<file path="config.mk">
export PLATFORM = sky130hd
export DESIGN_NAME = sram_arb_flat
export DESIGN_NICKNAME = d
export VERILOG_FILES = /design/src/rtl/sram_arb_pkg.sv /design/src/rtl/sram_arb_if.sv /design/src/rtl/sram_rr_arb.sv /design/src/rtl/sram_arb.sv /design/src/flat_wrapper.sv
export SDC_FILE = /design/constraint.sdc
export NUM_CORES = 1
export LEC_CHECK = 0
export ABC_AREA = 1
export BUFFER_PORTS_ARGS = -buffer_cell sky130_fd_sc_hd__buf_2
export CORE_UTILIZATION = 52
export CTS_BUF_LIST = sky130_fd_sc_hd__clkbuf_8
export CTS_CLUSTER_DIAMETER = 80
export DETAILED_ROUTE_END_ITERATION = 12
export GPL_TIMING_DRIVEN = 0
export HOLD_SLACK_MARGIN = 0.02
export PLACE_DENSITY = 0.93
export SYNTH_ARGS = -nofsm -noshare
export SYNTH_HDL_FRONTEND = slang
export SYNTH_HIERARCHICAL = 1
export SYNTH_SLANG_ARGS = --single-unit
</file>
<file path="constraint.sdc">
create_clock -name clk -period 4.05 [get_ports clk]
set_clock_uncertainty 0.15 [all_clocks]
set_input_delay 0.2025 -clock clk [delete_from_list [all_inputs] [get_ports clk]]
set_output_delay 0.2025 -clock clk [all_outputs]
set_load 0.02 [all_outputs]
</file>
<file path="src/rtl/sram_arb_pkg.sv">
// Shared types and sizes for the SRAM arbiter slice.
package sram_arb_pkg;

   localparam int unsigned AddrWidth   = 18;
   localparam int unsigned DataWidth   = 16;
   localparam int unsigned WaitDefault = 1;

   // Access sequencer states.
   typedef enum logic [1:0] {
      StIdle,
      StAcc,
      StAck
   } state_e;

endpackage

</file>
<file path="src/rtl/sram_arb_if.sv">
// CPU, video and SRAM-pad signal bundle for sram_arb.
// master: the requesters plus the SRAM device; slave: the arbiter itself.
interface sram_arb_if;
   import sram_arb_pkg::*;

   logic                 cpu_req;
   logic [1:0]           cpu_we;
   logic [AddrWidth-1:0] cpu_addr;
   logic [DataWidth-1:0] cpu_wdata;
   logic [DataWidth-1:0] cpu_rdata;
   logic                 cpu_ack;

   logic                 vid_req;
   logic [AddrWidth-1:0] vid_addr;
   logic [DataWidth-1:0] vid_rdata;
   logic                 vid_ack;

   logic [AddrWidth-1:0] sram_addr;
   logic [DataWidth-1:0] sram_dq_i;
   logic [DataWidth-1:0] sram_dq_o;
   logic                 sram_dq_oe;
   logic                 sram_ce_n;
   logic                 sram_oe_n;
   logic                 sram_we_n;
   logic                 sram_ub_n;
   logic                 sram_lb_n;

   modport master (
      output cpu_req, cpu_we, cpu_addr, cpu_wdata, vid_req, vid_addr, sram_dq_i,
      input  cpu_rdata, cpu_ack, vid_rdata, vid_ack, sram_addr, sram_dq_o, sram_dq_oe,
      input  sram_ce_n, sram_oe_n, sram_we_n, sram_ub_n, sram_lb_n
   );

   modport slave (
      input  cpu_req, cpu_we, cpu_addr, cpu_wdata, vid_req, vid_addr, sram_dq_i,
      output cpu_rdata, cpu_ack, vid_rdata, vid_ack, sram_addr, sram_dq_o, sram_dq_oe,
      output sram_ce_n, sram_oe_n, sram_we_n, sram_ub_n, sram_lb_n
   );

endinterface

</file>
<file path="src/rtl/sram_rr_arb.sv">
// Two-way round-robin arbiter. req[0] = CPU, req[1] = video.
// Grant is combinational; the last-granted pointer moves only on advance.
module sram_rr_arb (
   input  logic       clk,
   input  logic       reset,
   input  logic [1:0] req,
   input  logic       advance,
   output logic [1:0] grant
);

   logic last_vid_q, last_vid_d;

   // Pick a winner; on a tie the side not granted last wins.
   always_comb begin
      grant      = 2'b00;
      last_vid_d = last_vid_q;
      unique case (req)
         2'b01:   grant = 2'b01;
         2'b10:   grant = 2'b10;
         2'b11:   grant = last_vid_q ? 2'b01 : 2'b10;
         default: grant = 2'b00;
      endcase
      if (advance && (grant != 2'b00)) begin
         last_vid_d = grant[1];
      end
   end

   // Last-granted pointer, cleared to CPU so video wins the first tie.
   always_ff @(posedge clk) begin
      if (reset) begin
         last_vid_q <= 1'b0;
      end else begin
         last_vid_q <= last_vid_d;
      end
   end

endmodule

</file>
<file path="src/rtl/sram_arb.sv">
// Shares one asynchronous 16-bit SRAM between a CPU port and a read-only
// video port. Each access is IDLE -> ACC (WAIT+1 cycles) -> ACK.
module sram_arb
   import sram_arb_pkg::*;
#(
   parameter int unsigned WAIT = WaitDefault
) (
   input logic       clk,
   input logic       reset,
   sram_arb_if.slave bus
);

   state_e               state_q, state_d;
   logic [2:0]           cnt_q, cnt_d;
   logic                 own_vid_q, own_vid_d;
   logic [1:0]           we_q, we_d;
   logic [AddrWidth-1:0] addr_q, addr_d;
   logic [DataWidth-1:0] wdata_q, wdata_d;
   logic [DataWidth-1:0] cpu_rdata_q, cpu_rdata_d;
   logic [DataWidth-1:0] vid_rdata_q, vid_rdata_d;

   logic [1:0] grant;
   logic       advance;
   logic       in_acc;
   logic       is_rd;

   sram_rr_arb u_rr_arb (
      .clk     (clk),
      .reset   (reset),
      .req     ({bus.vid_req, bus.cpu_req}),
      .advance (advance),
      .grant   (grant)
   );

   // Next state: latch the winner's request on grant, count down ACC, capture read data.
   always_comb begin
      state_d     = state_q;
      cnt_d       = cnt_q;
      own_vid_d   = own_vid_q;
      we_d        = we_q;
      addr_d      = addr_q;
      wdata_d     = wdata_q;
      cpu_rdata_d = cpu_rdata_q;
      vid_rdata_d = vid_rdata_q;
      advance     = 1'b0;
      unique case (state_q)
         StIdle: begin
            if (grant != 2'b00) begin
               advance   = 1'b1;
               state_d   = StAcc;
               cnt_d     = 3'(WAIT);
               own_vid_d = grant[1];
               if (grant[1]) begin
                  addr_d = bus.vid_addr;
                  we_d   = 2'b00;
               end else begin
                  addr_d  = bus.cpu_addr;
                  we_d    = bus.cpu_we;
                  wdata_d = bus.cpu_wdata;
               end
            end
         end
         StAcc: begin
            if (cnt_q == 3'd0) begin
               state_d = StAck;
               // Last strobe cycle: the SRAM output has settled.
               if (we_q == 2'b00) begin
                  if (own_vid_q) begin
                     vid_rdata_d = bus.sram_dq_i;
                  end else begin
                     cpu_rdata_d = bus.sram_dq_i;
                  end
               end
            end else begin
               cnt_d = cnt_q - 3'd1;
            end
         end
         StAck: begin
            state_d = StIdle;
         end
         default: begin
            state_d = StIdle;
         end
      endcase
   end

   // Pad strobes and acks decoded from the registered state only.
   always_comb begin
      in_acc         = (state_q == StAcc);
      is_rd          = (we_q == 2'b00);
      bus.sram_addr  = addr_q;
      bus.sram_dq_o  = wdata_q;
      // Writes keep driving through ACK so data holds one cycle past we_n rising.
      bus.sram_dq_oe = !is_rd && (state_q != StIdle);
      bus.sram_ce_n  = !in_acc;
      bus.sram_oe_n  = !(in_acc && is_rd);
      bus.sram_we_n  = !(in_acc && !is_rd);
      bus.sram_ub_n  = !(in_acc && (is_rd || we_q[1]));
      bus.sram_lb_n  = !(in_acc && (is_rd || we_q[0]));
      bus.cpu_ack    = (state_q == StAck) && !own_vid_q;
      bus.vid_ack    = (state_q == StAck) && own_vid_q;
      bus.cpu_rdata  = cpu_rdata_q;
      bus.vid_rdata  = vid_rdata_q;
   end

   // State registers; reset aborts any access in flight.
   always_ff @(posedge clk) begin
      if (reset) begin
         state_q     <= StIdle;
         cnt_q       <= 3'd0;
         own_vid_q   <= 1'b0;
         we_q        <= 2'b00;
         addr_q      <= '0;
         wdata_q     <= '0;
         cpu_rdata_q <= '0;
         vid_rdata_q <= '0;
      end else begin
         state_q     <= state_d;
         cnt_q       <= cnt_d;
         own_vid_q   <= own_vid_d;
         we_q        <= we_d;
         addr_q      <= addr_d;
         wdata_q     <= wdata_d;
         cpu_rdata_q <= cpu_rdata_d;
         vid_rdata_q <= vid_rdata_d;
      end
   end

endmodule

</file>
<file path="src/flat_wrapper.sv">
// flat-port wrapper written by rule: the top's interface ports become plain ports
module sram_arb_flat import sram_arb_pkg::*;
#(
   parameter int unsigned WAIT = WaitDefault
)
  (clk, reset, bus_cpu_req, bus_cpu_we, bus_cpu_addr, bus_cpu_wdata, bus_vid_req, bus_vid_addr, bus_sram_dq_i, bus_cpu_rdata, bus_cpu_ack, bus_vid_rdata, bus_vid_ack, bus_sram_addr, bus_sram_dq_o, bus_sram_dq_oe, bus_sram_ce_n, bus_sram_oe_n, bus_sram_we_n, bus_sram_ub_n, bus_sram_lb_n);
  sram_arb_if bus_i ();
  input logic clk;
  input logic reset;
  input wire logic [$bits(bus_i.cpu_req)-1:0] bus_cpu_req;
  input wire logic [$bits(bus_i.cpu_we)-1:0] bus_cpu_we;
  input wire logic [$bits(bus_i.cpu_addr)-1:0] bus_cpu_addr;
  input wire logic [$bits(bus_i.cpu_wdata)-1:0] bus_cpu_wdata;
  input wire logic [$bits(bus_i.vid_req)-1:0] bus_vid_req;
  input wire logic [$bits(bus_i.vid_addr)-1:0] bus_vid_addr;
  input wire logic [$bits(bus_i.sram_dq_i)-1:0] bus_sram_dq_i;
  output wire logic [$bits(bus_i.cpu_rdata)-1:0] bus_cpu_rdata;
  output wire logic [$bits(bus_i.cpu_ack)-1:0] bus_cpu_ack;
  output wire logic [$bits(bus_i.vid_rdata)-1:0] bus_vid_rdata;
  output wire logic [$bits(bus_i.vid_ack)-1:0] bus_vid_ack;
  output wire logic [$bits(bus_i.sram_addr)-1:0] bus_sram_addr;
  output wire logic [$bits(bus_i.sram_dq_o)-1:0] bus_sram_dq_o;
  output wire logic [$bits(bus_i.sram_dq_oe)-1:0] bus_sram_dq_oe;
  output wire logic [$bits(bus_i.sram_ce_n)-1:0] bus_sram_ce_n;
  output wire logic [$bits(bus_i.sram_oe_n)-1:0] bus_sram_oe_n;
  output wire logic [$bits(bus_i.sram_we_n)-1:0] bus_sram_we_n;
  output wire logic [$bits(bus_i.sram_ub_n)-1:0] bus_sram_ub_n;
  output wire logic [$bits(bus_i.sram_lb_n)-1:0] bus_sram_lb_n;
  assign bus_i.cpu_req = bus_cpu_req;
  assign bus_i.cpu_we = bus_cpu_we;
  assign bus_i.cpu_addr = bus_cpu_addr;
  assign bus_i.cpu_wdata = bus_cpu_wdata;
  assign bus_i.vid_req = bus_vid_req;
  assign bus_i.vid_addr = bus_vid_addr;
  assign bus_i.sram_dq_i = bus_sram_dq_i;
  assign bus_cpu_rdata = bus_i.cpu_rdata;
  assign bus_cpu_ack = bus_i.cpu_ack;
  assign bus_vid_rdata = bus_i.vid_rdata;
  assign bus_vid_ack = bus_i.vid_ack;
  assign bus_sram_addr = bus_i.sram_addr;
  assign bus_sram_dq_o = bus_i.sram_dq_o;
  assign bus_sram_dq_oe = bus_i.sram_dq_oe;
  assign bus_sram_ce_n = bus_i.sram_ce_n;
  assign bus_sram_oe_n = bus_i.sram_oe_n;
  assign bus_sram_we_n = bus_i.sram_we_n;
  assign bus_sram_ub_n = bus_i.sram_ub_n;
  assign bus_sram_lb_n = bus_i.sram_lb_n;
  sram_arb #(.WAIT(WAIT)) u_core (.clk(clk), .reset(reset), .bus(bus_i));
endmodule
</file>
# Word level (Yosys, flattened, before mapping)
# Cells that the tools add are included.
# classes
n_bitwise	2
muxes	12
reduce_logical	29
eq_ne	8
addsub	1
# ops
op	n
two-way mux 18 bit	1
logical AND 1 bit	8
two-way mux 2 bit	4
AND reduction 4 bit	2
zero test 1 bit	7
== test 2 bit, second input constant	3
two-way mux 3 bit	2
one-hot mux 2 bit (3 select lines)	1
one-hot mux 3 bit (2 select lines)	1
AND reduction 3 bit	2
nonzero test 2 bit	3
== test 2 x 1 -> 1 bit, second input constant	2
zero test 2 bit	2
inequality test 2 bit, second input constant	2
one-hot mux 2 bit (2 select lines)	1
AND reduction 2 bit	2
zero test 3 bit	1
subtractor 3 x 1 -> 3 bit, second input constant	1
logical OR 1 bit	2
two-way mux 1 bit	2
inequality test 2 x 1 -> 1 bit, second input constant	1
inverter 1 bit	2
# word_totals
elab_cells	61
regBits	75
input_bits	74

# Depth between registers and ports, before layout
# depth
ltp_word	6
depth_mapped	10
ltp_nobuf	9

# Hierarchy
# The synthesis kept the hierarchy.
# by_module_without_submodules
module	area_each_um2	n_inst	seq_area_each_um2	cells_each
sram_arb	3205.6	1	1481.4	465
sram_rr_arb	60.1	1	20.0	8

# Worst setup path after synthesis
# OpenSTA, ideal clock, no wires.
# synth_path
kind	register to register
startpoint	register u_core.u_rr_arb.last_vid_q
endpoint	register u_core.u_rr_arb.last_vid_q
t_arrival_ps	1396
stages_incl_launch_ff	10
required_time_ps	3785
setup_ps	115
path_slack_ps	2389
n_path_buf	1
path_cell_list	dfxtp_1 -> a21boi_0 -> inv_2 -> nand2_1 -> nand2_4 -> inv_2 -> buf_4 -> nand2_1 -> nand2_1 -> a21oi_2
# synth_via
elab_chain_cells	6
# synth_rtl
item	line_no	text
from (decl)	sram_rr_arb.sv:11	logic last_vid_q, last_vid_d;
from (signal assigned)	sram_rr_arb.sv:33	last_vid_q <= last_vid_d;
two-way mux 2 bit	sram_rr_arb.sv:20	2'b11: grant = last_vid_q ? 2'b01 : 2'b10;
one-hot mux 2 bit (3 select lines)	sram_rr_arb.sv:17	unique case (req)
via u_core.grant[1]	sram_arb.sv:22	logic [1:0] grant;
nonzero test 2 bit	sram_arb.sv:48	if (grant != 2'b00) begin
two-way mux 1 bit	sram_arb.sv:48	
two-way mux 1 bit	sram_arb.sv:46	unique case (state_q)
via u_core.advance	sram_arb.sv:23	logic advance;
logical AND 1 bit	sram_rr_arb.sv:23	if (advance && (grant != 2'b00)) begin
# The timed path passes the listed nets, and every way through them passes these cells.
# A chain may end at the register's enable or synchronous reset.

# Worst setup path after layout
# Same ends and word-level chain as after synthesis.

==> impl_metrics.toml <==
[run_status]
outcome = "finished, final reports clean"

[routing]
ant_nets = 0
postRouteWirelength_um = 9030
drt_drc = 0
drt_pre_antenna_iters = 5
vias = 3620
route.detailed.wl_per_inst_um = 12.4
vias_per_cell = 4.95
drtIter0Drc = 139

[floorplanning]
die_footprint_sq_mm = 0.00660
die_w_um = 81.2
core_area_sq_mm = 0.00599
floorplan.initialDensity_pct = 54.5
fp-row-count = 28
pin_count = 148
die_height_um = 81.2

[yosys]
ys_types = 23
synth.cell_area_sq_mm = 0.00327
syn-num-nets = 549
avgSynthCellArea_sq_um = 6.90
ys.warnings.count = 6
synthesis.instances = 473
seq_area_frac_synth_pct = 46.0
synth-seq-cells = 75

[clock_tree]
cts_htree_levels = 3
clk_lat_worst_skew_ps = 350
cts.reportedPaths.clkPinSlew_ps = 80
cts_max_path_bufs = 2
clock_sink_count = 75
numCtsBuffers = 9
root_buffer = "sky130_fd_sc_hd__clkbuf_8"
tritoncts = "done"

[power]
ir_drop_mv = 0.325
report.power.total_mw = 1.93
p_leak_nw = 2.30
powerDensity_mw_per_mm2 = 431

[sta]
min_period_ps = 2490
finalHoldViolations = 0
timing.setup.tns_ps = 0
grt_setup_unrepaired = "false"
timing.slew.headroom_pct = 66.9
timing.fmax_mhz = 402
post-route-period-util_pct = 61.4
timing_worst_slew_pin_value_ps = 497
final-setup-viol-count = 0
timing.final.max_slew_violations = 0
finalHoldWorstSlack_ps = 43.6

[global_route]
grt_overflow = 0
grt_util_overall_pct = 28.0
antenna_found_initial = 0
first_global_vias = 3396
grt_max_degree = 14
global_route_wire_length_before_repair_um = 14100

[cells_and_area]
area_growth_syn_to_layout_pct = 37.0
seqCellArea_sq_mm = 0.00150
antenna_cells_inserted = 0
area_of_combinational_cells_with_multiple_inputs_sq_mm = 0.00151
finish.net_count = 727
drive_gt1_share_pct = 29.6
num-fill-cells = 475

[setup_path]
critical-path-slowest-cell = "sky130_fd_sc_hd__dlygate4sd3_1"
worst_ep_arrival_time_ps = 2570
cp_top_delay_family = "buffers and inverters"
worstSetupEndpointType = "flop"
cp_cell_sequence = "a21boi_0 -> inv_2 -> nand2_1 -> nand2_4 -> inv_2 -> buf_4 -> nand2_1 -> nand2_1 -> a21oi_2 -> dlygate4sd3_1"
timing_worst_setup_path_type = "flop to flop"
worst-endpoint-required_ps = 4130
critical-path-max-stage-delay_ps = 560
crit_path_max_fanout = 11
worstPathBufferInverterCount = 4
startpoint_type = "flop"
worst_path_most_repeated_cell = "sky130_fd_sc_hd__nand2_1"

[place]
buffers_added_on_ports = 147
gp_congestion = 0.870
dp_hpwl_um = 6470

[run]
max-cap-violations = 0

[min_path]
hold_path.class = "input port to flop"
==> worst paths after layout <==
kind / end / slack (ps) / cells after the start / start
min: u_core/bus.sram_addr[8] / 40 / 5 / bus_cpu_addr[8]
min reg2reg: u_core/bus.sram_dq_o[10] / 320 / 2 / u_core/bus.sram_dq_o[10]
max: u_core/u_rr_arb/last_vid_q / 1560 / 10 / u_core/u_rr_arb/last_vid_q
max reg2reg: u_core/u_rr_arb/last_vid_q / 1560 / 10 / u_core/u_rr_arb/last_vid_q
==> placed cells by master, fill, tap and decap left out, types with 2 or more instances in the layout <==
cell / n
sky130_fd_sc_hd__buf_2: 156
sky130_fd_sc_hd__nand2_1: 123
sky130_fd_sc_hd__nor2_1: 105
sky130_fd_sc_hd__dfxtp_1: 75
sky130_fd_sc_hd__nand3_1: 53
sky130_fd_sc_hd__inv_1: 28
sky130_fd_sc_hd__a21oi_1: 22
sky130_fd_sc_hd__dlygate4sd3_1: 20
sky130_fd_sc_hd__o21ai_0: 20
sky130_fd_sc_hd__clkbuf_8: 10
sky130_fd_sc_hd__clkbuf_1: 6
sky130_fd_sc_hd__nor2_2: 5
sky130_fd_sc_hd__clkinvlp_4: 4
sky130_fd_sc_hd__inv_2: 4
sky130_fd_sc_hd__buf_6: 4
sky130_fd_sc_hd__nor2_4: 3
sky130_fd_sc_hd__nor3_1: 3
sky130_fd_sc_hd__buf_1: 3
sky130_fd_sc_hd__nand2_4: 2
sky130_fd_sc_hd__buf_4: 2
sky130_fd_sc_hd__ha_1: 2
==> logic make-up (layout without fill, tap and decap cells) <==
kind of cell,Yosys count,count (layout),synth area share [%]
AND/OR/NAND/NOR,296,296,38.3
adder cells (fa/ha/maj),2,2,0.766
AO/OA/AOI/OAI,45,45,7.17
flip-flops,75,75,46.0
buffers and inverters,55,238,7.82
==> worst min-delay path, stage by stage <==
cell and delay (ps):
sky130_fd_sc_hd__buf_2 70, sky130_fd_sc_hd__nand2_1 40, sky130_fd_sc_hd__nand2_1 50, sky130_fd_sc_hd__o21ai_0 70, sky130_fd_sc_hd__nor2_1 70
==> where the power goes <==
part / switching [mW] / internal, mW
logic: 0.358 / 0.199
clock network: 0.281 / 0.237
registers: 0.0422 / 0.812
==> final cells by class <==
cell class,instances,share of cell area [%]
sequential,75,33.5
timing repair buffer,167,20.9
clock inverter,6,0.951
multi-input combinational,343,33.7
clock buffer,10,3.08
tap,75,2.10
buffer,24,3.10
inverter,31,2.60
==> per-layer routing <==
layer,GRT usage [%],wire length [um],up-vias,share of wire [%]
met1,29.5,3640,1615,40
met5,0,0,-,0
met4,14.1,172,0,1.9
met3,6.07,643,16,7.1
li1,-,-,1832,-
met2,52.1,4580,157,51
==> cells in the mapped netlist (all sizes together) <==
| library cell | instances | area [sq um] |
|---|---|---|
| nor2 | 114 | 479 |
| a21oi | 23 | 119 |
| a21boi | 2 | 15.0 |
| clkbuf | 6 | 22.5 |
| nand3 | 53 | 265 |
| nor3 | 3 | 15.0 |
| inv | 31 | 116 |
| dfxtp | 75 | 1500 |
| buf | 18 | 116 |
| o21ai | 20 | 100 |
| nand2 | 126 | 490 |
| ha | 2 | 25.0 |
==> state kept, by name (all words and copies together), names as in the netlist <==
register / count
u_core/own_vid_q: 1
u_core/bus.sram_addr: 18
u_core/cnt_q: 3
u_core/bus.sram_dq_o: 16
u_core/u_rr_arb/last_vid_q: 1
u_core/state_q: 2
u_core/bus.cpu_rdata: 16
u_core/we_q: 2
u_core/bus.vid_rdata: 16
==> through the flow <==
| stage | util, % | cell area [sq um] | setup WS (ps) | cells |
|---|---|---|---|---|
| 6_report | 74.7 | 4480 | 1560 | 731 |
| 5_1_grt | 74.7 | 4480 | 1370 | 731 |
| 4_1_cts | 74.7 | 4480 | 1600 | 731 |
| 3_5_place_dp | 68.4 | 4100 | 2140 | 695 |
| 3_3_place_gp | 68.4 | 4100 | 2170 | 695 |
| 2_1_floorplan | - | 3270 | 2390 | 473 |
==> timing repair <==
| action | in CTS | in global routing |
|---|---|---|
| hold endpoints to repair | 21 | 0 |
| gates resized for setup | 0 | 0 |
| hold buffers | 20 | 0 |
| buffers inserted | 0 | 0 |
Power figures use the tool's default switching activity.
